`src/rtl/fp_div.sv`:
```
// fp_div: iterative IEEE-754 binary32 divider, fp_Z = fp_X / fp_Y.
// One quotient bit per clock (restoring), fixed 27-clock latency from the accepting edge to done.
// Subnormal inputs are read as signed zero; results never go subnormal (flushed, udrf=1).
//
// Ports:
//   clk, rst_n        clock, asynchronous active-low reset
//   start             request, sampled only while busy=0
//   r_mode[2:0]       100 nearest-even, 000 toward zero, 010 toward +inf, 001 toward -inf
//   fp_X, fp_Y        dividend / divisor, sampled with start
//   busy              operation in flight
//   done              one-cycle pulse, fp_Z and flags valid
//   fp_Z              quotient, held until the next done
//   ovrf, udrf, dvz   overflow, underflow (flushed), finite nonzero divided by zero
module fp_div (
    input  logic        clk,
    input  logic        rst_n,
    input  logic        start,
    input  logic [2:0]  r_mode,
    input  logic [31:0] fp_X,
    input  logic [31:0] fp_Y,
    output logic        busy,
    output logic        done,
    output logic [31:0] fp_Z,
    output logic        ovrf,
    output logic        udrf,
    output logic        dvz
);

    typedef enum logic [1:0] {StIdle, StDiv, StRnd} state_e;

    state_e             state_q, state_d;
    logic [4:0]         cnt_q, cnt_d;
    logic [24:0]        rem_q, rem_d;
    logic [23:0]        dvs_q, dvs_d;
    logic [25:0]        quo_q, quo_d;
    logic               sign_q, sign_d;
    logic signed [9:0]  exp_q, exp_d;
    logic [2:0]         mode_q, mode_d;
    logic               spec_q, spec_d;
    logic [31:0]        spec_z_q, spec_z_d;
    logic               spec_dvz_q, spec_dvz_d;
    logic [31:0]        fp_z_q, fp_z_d;
    logic               ovrf_q, ovrf_d, udrf_q, udrf_d, dvz_q, dvz_d, done_q, done_d;

    // Operand classification at latch time
    logic [7:0] x_exp, y_exp;
    logic       x_zero, y_zero, x_inf, y_inf, x_nan, y_nan, new_sign;
    logic       hit;
    logic [31:0] hit_z;
    logic       hit_dvz;

    assign x_exp    = fp_X[30:23];
    assign y_exp    = fp_Y[30:23];
    assign x_zero   = (x_exp == 8'h00);
    assign y_zero   = (y_exp == 8'h00);
    assign x_inf    = (x_exp == 8'hff) && (fp_X[22:0] == 23'd0);
    assign y_inf    = (y_exp == 8'hff) && (fp_Y[22:0] == 23'd0);
    assign x_nan    = (x_exp == 8'hff) && (fp_X[22:0] != 23'd0);
    assign y_nan    = (y_exp == 8'hff) && (fp_Y[22:0] != 23'd0);
    assign new_sign = fp_X[31] ^ fp_Y[31];

    always_comb begin
        hit     = 1'b1;
        hit_z   = 32'd0;
        hit_dvz = 1'b0;
        if (x_nan || y_nan || (x_zero && y_zero) || (x_inf && y_inf)) begin
            hit_z = 32'h7fc0_0000;
        end else if (x_inf) begin
            hit_z = {new_sign, 8'hff, 23'd0};
        end else if (y_zero) begin
            hit_z   = {new_sign, 8'hff, 23'd0};
            hit_dvz = 1'b1;
        end else if (y_inf || x_zero) begin
            hit_z = {new_sign, 31'd0};
        end else begin
            hit = 1'b0;
        end
    end

    // Restoring step: partial remainder stays below 2*divisor, so 25 bits suffice
    logic        step_ge;
    logic [24:0] rem_sub, rem_next;

    assign step_ge  = (rem_q >= {1'b0, dvs_q});
    assign rem_sub  = rem_q - {1'b0, dvs_q};
    assign rem_next = step_ge ? {rem_sub[23:0], 1'b0} : {rem_q[23:0], 1'b0};

    // Normalise, round, range-check
    logic               rm_rz, rm_ru, rm_rd;
    logic [23:0]        mant, mant_r;
    logic [24:0]        mant_inc;
    logic               guard, sticky, round_up, away;
    logic signed [9:0]  e_pre, e_r;
    logic [31:0]        rnd_z;
    logic               rnd_ovf, rnd_unf;

    assign rm_rz = (mode_q == 3'b000);
    assign rm_ru = (mode_q == 3'b010);
    assign rm_rd = (mode_q == 3'b001);

    always_comb begin
        if (quo_q[25]) begin
            mant   = quo_q[25:2];
            guard  = quo_q[1];
            sticky = quo_q[0] | (rem_q != 25'd0);
            e_pre  = exp_q;
        end else begin
            mant   = quo_q[24:1];
            guard  = quo_q[0];
            sticky = (rem_q != 25'd0);
            e_pre  = exp_q - 10'sd1;
        end

        if (rm_rz)      round_up = 1'b0;
        else if (rm_ru) round_up = ~sign_q & (guard | sticky);
        else if (rm_rd) round_up = sign_q & (guard | sticky);
        else            round_up = guard & (sticky | mant[0]);

        mant_inc = {1'b0, mant} + {24'd0, round_up};
        if (mant_inc[24]) begin
            mant_r = 24'h80_0000;
            e_r    = e_pre + 10'sd1;
        end else begin
            mant_r = mant_inc[23:0];
            e_r    = e_pre;
        end

        // Overflow goes to inf only when the mode rounds away from zero for this sign
        if (rm_rz)      away = 1'b0;
        else if (rm_ru) away = ~sign_q;
        else if (rm_rd) away = sign_q;
        else            away = 1'b1;

        rnd_ovf = (e_r >= 10'sd255);
        rnd_unf = (e_r <= 10'sd0);
        if (rnd_ovf)      rnd_z = away ? {sign_q, 8'hff, 23'd0} : {sign_q, 31'h7f7f_ffff};
        else if (rnd_unf) rnd_z = {sign_q, 31'd0};
        else              rnd_z = {sign_q, e_r[7:0], mant_r[22:0]};
    end

    always_comb begin
        state_d    = state_q;
        cnt_d      = cnt_q;
        rem_d      = rem_q;
        dvs_d      = dvs_q;
        quo_d      = quo_q;
        sign_d     = sign_q;
        exp_d      = exp_q;
        mode_d     = mode_q;
        spec_d     = spec_q;
        spec_z_d   = spec_z_q;
        spec_dvz_d = spec_dvz_q;
        fp_z_d     = fp_z_q;
        ovrf_d     = ovrf_q;
        udrf_d     = udrf_q;
        dvz_d      = dvz_q;
        done_d     = 1'b0;

        unique case (state_q)
            StIdle: begin
                if (start) begin
                    cnt_d      = 5'd0;
                    rem_d      = {2'b01, fp_X[22:0]};
                    dvs_d      = {1'b1, fp_Y[22:0]};
                    quo_d      = 26'd0;
                    sign_d     = new_sign;
                    exp_d      = {2'b00, x_exp} - {2'b00, y_exp} + 10'sd127;
                    mode_d     = r_mode;
                    spec_d     = hit;
                    spec_z_d   = hit_z;
                    spec_dvz_d = hit_dvz;
                    state_d    = StDiv;
                end
            end
            StDiv: begin
                quo_d = {quo_q[24:0], step_ge};
                rem_d = rem_next;
                cnt_d = cnt_q + 5'd1;
                if (cnt_q == 5'd25) state_d = StRnd;
            end
            StRnd: begin
                done_d  = 1'b1;
                state_d = StIdle;
                if (spec_q) begin
                    fp_z_d = spec_z_q;
                    ovrf_d = 1'b0;
                    udrf_d = 1'b0;
                    dvz_d  = spec_dvz_q;
                end else begin
                    fp_z_d = rnd_z;
                    ovrf_d = rnd_ovf;
                    udrf_d = rnd_unf;
                    dvz_d  = 1'b0;
                end
            end
            default: state_d = StIdle;
        endcase
    end

    always_ff @(posedge clk or negedge rst_n) begin
        if (!rst_n) begin
            state_q    <= StIdle;
            cnt_q      <= 5'd0;
            rem_q      <= 25'd0;
            dvs_q      <= 24'd0;
            quo_q      <= 26'd0;
            sign_q     <= 1'b0;
            exp_q      <= 10'sd0;
            mode_q     <= 3'd0;
            spec_q     <= 1'b0;
            spec_z_q   <= 32'd0;
            spec_dvz_q <= 1'b0;
            fp_z_q     <= 32'd0;
            ovrf_q     <= 1'b0;
            udrf_q     <= 1'b0;
            dvz_q      <= 1'b0;
            done_q     <= 1'b0;
        end else begin
            state_q    <= state_d;
            cnt_q      <= cnt_d;
            rem_q      <= rem_d;
            dvs_q      <= dvs_d;
            quo_q      <= quo_d;
            sign_q     <= sign_d;
            exp_q      <= exp_d;
            mode_q     <= mode_d;
            spec_q     <= spec_d;
            spec_z_q   <= spec_z_d;
            spec_dvz_q <= spec_dvz_d;
            fp_z_q     <= fp_z_d;
            ovrf_q     <= ovrf_d;
            udrf_q     <= udrf_d;
            dvz_q      <= dvz_d;
            done_q     <= done_d;
        end
    end

    assign busy = (state_q != StIdle);
    assign done = done_q;
    assign fp_Z = fp_z_q;
    assign ovrf = ovrf_q;
    assign udrf = udrf_q;
    assign dvz  = dvz_q;

endmodule

```
`config.mk`:
```
export PLATFORM = sky130hd
export DESIGN_NAME = fp_div
export DESIGN_NICKNAME = d
export VERILOG_FILES = /design/src/rtl/fp_div.sv
export SDC_FILE = /design/constraint.sdc
export NUM_CORES = 1
export LEC_CHECK = 0
export BUFFER_PORTS_ARGS = -buffer_cell sky130_fd_sc_hd__buf_2
export CAP_MARGIN = 40
export CORE_MARGIN = 4
export CORE_UTILIZATION = 40
export CTS_CLUSTER_SIZE = 30
export DETAILED_ROUTE_END_ITERATION = 10
export HOLD_SLACK_MARGIN = 0.05
export PLACE_DENSITY = 0.57
export SYNTH_ARGS = -nofsm -noshare
export SYNTH_HDL_FRONTEND = slang
export SYNTH_SLANG_ARGS = --single-unit
export TNS_END_PERCENT = 50
```
`constraint.sdc`:
```
create_clock -name clk -period 6.9 [get_ports clk]
set_input_delay 1.38 -clock clk [delete_from_list [all_inputs] [get_ports clk]]
set_output_delay 1.38 -clock clk [all_outputs]
set_load 0.1 [all_outputs]
```
# ---- Word level (Yosys, flattened, before mapping)
# Cells that the tools add are included.
# W data, S select, Z words.
dict set report op_classes {
  add_sub_neg 7
  n_lt_le_gt_ge 3
  eq_ne 9
  mux 41
  bitwise 8
  n_reduce_logical 24
}
# op n
set op_table {}
lappend op_table {{$mux W32} 5}
lappend op_table {{$mux W31} 2}
lappend op_table {{$pmux W26 S2} 1}
lappend op_table {{$mux W25} 2}
lappend op_table {{$pmux W25 S2} 1}
lappend op_table {{$mux W24} 2}
lappend op_table {{$logic_not A23 Y1} 2}
lappend op_table {{$reduce_bool A23 Y1} 2}
lappend op_table {{$mux W26} 1}
lappend op_table {{$add A24 B1 Y25} 1}
lappend op_table {{$ge A25 B24 Y1} 1}
lappend op_table {{$reduce_bool A25 Y1} 1}
lappend op_table {{$sub A24 B24 Y24} 1}
lappend op_table {{$mux W23} 1}
lappend op_table {{$mux W10} 2}
lappend op_table {{$mux W1} 19}
lappend op_table {{$eq A8 B8 Y1 const B} 2}
lappend op_table {{$logic_not A8 Y1} 2}
lappend op_table {{$add A10 B2 Y10 const B} 1}
lappend op_table {{$add A9 B8 Y10 const B} 1}
lappend op_table {{$ge A10 B9 Y1 const B} 1}
lappend op_table {{$le A10 B1 Y1 const B} 1}
lappend op_table {{$pmux W5 S2} 1}
lappend op_table {{$sub A10 B2 Y10 const B} 1}
lappend op_table {{other kinds (21)} 38}
dict set report totals {
  regBits 166
  elab_cells 108
}

# ---- Longest topological paths before layout
dict set report logic_depth {
  depth_word 14
  ltp_mapped 22
  mapped_depth_nobuf 16
}

# ---- Least setup slack after synthesis
# No wires, ideal clock.
dict set report synth_timing {
  path_kind {flip-flop to flip-flop}
  start {reg quo_q[25]}
  end {reg fp_z_q[10] (netlist: fp_Z[10])}
  setup_ns 0.127
  arrival_time_ns 4.979
  path_slack_ns 1.795
  stages_incl_launch_ff 21
  synth_period_minus_slack_ns 5.105
  path_cell_list {dfrtp_1 -> buf_6 -> buf_2 -> clkbuf_1 -> clkbuf_1 -> buf_1 -> mux2i_1 -> a221oi_1 -> ha_1 -> ha_1 -> nand3_1 -> or4_4 -> nand4bb_1 -> buf_2 -> nor3_2 -> mux2i_1 -> xnor2_1 -> nor4_4 -> nor4_4 -> buf_6 -> a221o_2}
}
dict set report synth_via {
  elab_chain_len 12
  elab_cells_between_ends 21
}
# item line_no
set synth_lines {}
lappend synth_lines {{from (decl)} 35} ;# logic [25:0] quo_q, quo_d;
lappend synth_lines {{from (signal assigned)} 223} ;# quo_q <= quo_d;
lappend synth_lines {{$mux W1 / $mux W24 (equally long branches)} 102} ;# if (quo_q[25]) begin
lappend synth_lines {{$or A1 B1 Y1 (on tied branches)} {117, 115, 116}}
lappend synth_lines {{$and A1 B1 Y1 (on tied branches)} {117, 116}}
lappend synth_lines {{$mux W1} 116} ;# else if (rm_rd) round_up = sign_q & (guard | sticky);
lappend synth_lines {{$mux W1} 115} ;# else if (rm_ru) round_up = ~sign_q & (guard | sticky);
lappend synth_lines {{$mux W1} 114} ;# if (rm_rz) round_up = 1'b0;
lappend synth_lines {{$add A24 B1 Y25} 119} ;# mant_inc = {1'b0, mant} + {24'd0, round_up};
lappend synth_lines {{$mux W10} 120} ;# if (mant_inc[24]) begin
lappend synth_lines {{$le A10 B1 Y1} 135} ;# rnd_unf = (e_r <= 10'sd0);
lappend synth_lines {{$mux W31} 137} ;# else if (rnd_unf) rnd_z = {sign_q, 31'd0};
lappend synth_lines {{$mux W31 *} 136} ;# if (rnd_ovf) rnd_z = away ? {sign_q, 8'hff, 23'd0} : {sign_q, 31'h7f7f_ffff};
lappend synth_lines {{$mux W32 *} 184} ;# if (spec_q) begin
lappend synth_lines {{to (signal assigned)} 230} ;# fp_z_q <= fp_z_d;
lappend synth_lines {{to (decl)} 42} ;# logic [31:0] fp_z_q, fp_z_d;
# Every way passes the cells marked *; elsewhere a longest branch is shown, timed or not.
# A chain may end at the register's enable or synchronous reset.

# ---- Final worst setup path
dict set report layout_timing {
  start {reg quo_q[25]}
  end {reg fp_z_q[4] (netlist: fp_Z[4])}
}
# Same word-level chain as after synthesis.

==> metrics.csv <==
metric,value,unit
status,finished clean,
setup_tns,0,ns
ys_seq_area_frac,0.366,
antenna_found_initial,0,
cts-root-buf,clkbuf_16,
total_power,5.22,mW
maxCapViolations,0,
multi_input_area,5430,sq um
core.rowCount,55,
first_pass_iters,5,
synth_area_leaders,"dfrtp_1 37%, nand2_1 8.2%, ha_1 5.2%",
synth.avg_cell_area,8.45,sq um
rr_worst_depth,16,
top_usage_layer,met2,
power_density,491,nW/um^2
synthToLayoutAreaGrowth,13.5,%
ctsResizeCount,0,
cts_made_buffers,17,
syn_nets,1221,
p_seq_frac,0.276,
end_kind,flip-flop,
ys_seq_elements,137,
detail-route-antenna-nets,0,
fmax,195,MHz
grt.met2_usage,0.297,
first_iter_violations,409,
io_buffers,106,
placed_area,10100,sq um
power.switching,2.42,mW
start_kind,flip-flop,
clkPwrFrac,0.162,
clkLatencyLatePin,0.42,ns
worst_slack,1.77,ns
htreeDepth,4,
hold_path_end,dvs_q[23],
dp_hpwl,17800,microns
post-cts-setup-buffer-count,0,
syn_area,9380,sq um
fp.coreArea,22800,sq um
regToRegStartpoint,quo_q[25],
clk_pin_slew,0.06,ns
synth_cells,1110,
wl_per_cell,16.1,microns
grtUsageMet3,0.0255,
drc,0,
setup_viol_count_final,0,
die_area,26000,sq um
fin_area,10600,sq um
p_comb_frac,0.562,
seqCellArea,3430,sq um
holdCritStartpoint,dvs_q[23],
path_max_fanout,25,
crit_type,reg2reg,
wirelength,24100,microns
grt_usage,0.187,
use_met1,0.271,
hold_violations,0,
r2r_end,fp_Z[4],
drive_gt1_frac,0.152,
worstPathArrival,5.48,ns
num_antenna_cells,0,
yosys.area.top_type,dfrtp_1,
cts_hold_buf,0,
yosys_warnings,0,
post_drt_via_cell_ratio,5.34,
nets,1282,
power.internal,2.81,mW
synth_top_area_frac,0.366,
irDropWorstVdd,0.194,mV
p_leak,4.83,nW
grt_max_degree,82,
clk_path_buf_depth,2,
ioPinCount,107,
holdWs,0.467,ns
reg2reg_slack,1.77,ns
rsz0062_at_grt,false,
hp-class,reg2reg,
holdPathStages,2,
yosysMostFrequentCell,nand2_1,
synth-edff-count,0,
synth_common_cells,"205 x nand2_1, 137 x dfrtp_1, 88 x o21ai_0",
tightest_slew,0.792,ns
ys_async_sr_fraction,1.00,
die_w,161,microns
relSlewSlack,0.468,
grt_pass1_vias,7667,
p_sw_frac,0.463,
slew_violations,0,
grt_pass1_wl,40100,microns
fin_crit,5.13,ns
num-fill-cells,2302,
die_y,161,microns
period_share,0.744,
required,7.25,ns
synthFlopType,dfrtp_1,
start_util,0.410,
cts_sinks,137,
grt_overflow,0,
gp_congestion,0.832,
preCtsSetupSlack,1.72,ns
cts_tree,done,
ys_types,78,
vias,7999,
skew,0.0111,ns
per-stage QoR:
step                 util  cells
floorplan               -   1110
global placement    0.441   1463
detailed placement  0.442   1465
CTS                 0.466   1497
global route        0.466   1497
finish              0.466   1497
critical path, stage by stage (launching register included):
cell	delay, ns
dfrtp_2	0.67
a211oi_1	0.14
nand4_1	0.13
o21ai_0	0.09
a221oi_1	0.32
ha_1	0.26
ha_1	0.21
nand3_1	0.13
or4_4	0.58
nand4bb_1	0.48
nor3_2	0.34
mux2i_1	0.33
xnor2_1	0.25
a31o_4	0.21
nand2_4	0.07
nor3_4	0.62
a221o_1	0.21
placed cells by master (no fill, tap or decap), types with 9 or more instances in the layout:
| master | instances |
|---|---|
| a21o_1 | 16 |
| a21oi_1 | 53 |
| a221o_1 | 16 |
| a31oi_1 | 9 |
| and3_1 | 21 |
| buf_2 | 105 |
| clkbuf_16 | 17 |
| dfrtp_1 | 136 |
| ha_1 | 39 |
| inv_1 | 57 |
| mux2i_1 | 38 |
| nand2_1 | 204 |
| nand2b_1 | 9 |
| nand3_1 | 33 |
| nand4_1 | 16 |
| nor2_1 | 50 |
| nor2b_1 | 9 |
| nor3_1 | 17 |
| nor4_1 | 19 |
| o21ai_0 | 87 |
| xnor2_1 | 43 |
| xor2_1 | 37 |
metal layers:
| metal | routed length [microns] | up-vias |
|---|---|---|
| met5 | 0 | - |
| met1 | 12000 | 3796 |
| met4 | 210 | 0 |
| met2 | 11100 | 152 |
| met3 | 748 | 13 |
| li1 | - | 4038 |
flip-flops by register name, indices dropped and copies added, names as in the netlist:
signal	flops
fp_Z	32
quo_q	26
rem_q	25
dvs_q	24
exp_q	10
cnt_q	5
mode_q	3
spec_z_q	3
state_q	2
done	1
dvz	1
ovrf	1
sign_q	1
spec_dvz_q	1
spec_q	1
udrf	1
area by class of cell:
type / instances / area share
clock inverter: 13 / 0.00941
sequential: 137 / 0.322
multi-input combinational: 841 / 0.510
inverter: 58 / 0.0205
clock buffer: 19 / 0.0426
timing repair buffer: 116 / 0.0582
tap: 313 / 0.0368
worst max-delay path by stage:
stage | slack (ns) | endpoint | cells after the start | from
global route | 1.28 | fp_Z[4] | 16 | quo_q[25]
global placement | 1.63 | fp_Z[8] | 15 | quo_q[25]
detailed placement | 1.72 | fp_Z[5] | 16 | quo_q[25]
floorplan | 1.79 | fp_Z[10] | 20 | quo_q[25]
finish | 1.77 | fp_Z[4] | 16 | quo_q[25]
CTS | 1.73 | fp_Z[5] | 16 | quo_q[25]
power by group through the flow:
stage | combinational (mW) | clock [mW] | sequential, mW
2_1_floorplan | 2.41 | 0 | 1.32
3_3_place_gp | 2.91 | 0 | 1.44
3_5_place_dp | 2.92 | 0 | 1.45
4_1_cts | 2.94 | 0.869 | 1.44
5_1_grt | 3.29 | 0.908 | 1.49
6_report | 2.93 | 0.848 | 1.44
cells by family (layout without fill, tap and decap cells):
group / count (synthesis) / after routing / synth area share
adder cells (fa/ha/maj): 41 / 41 / 0.0563
XOR/XNOR: 81 / 81 / 0.0777
AND/OR/NAND/NOR: 420 / 420 / 0.218
AO/OA/AOI/OAI: 257 / 257 / 0.180
multiplexers: 42 / 42 / 0.0454
buffers and inverters: 132 / 206 / 0.0570
flip-flops: 137 / 137 / 0.366
Power figures use the tool's default switching activity.
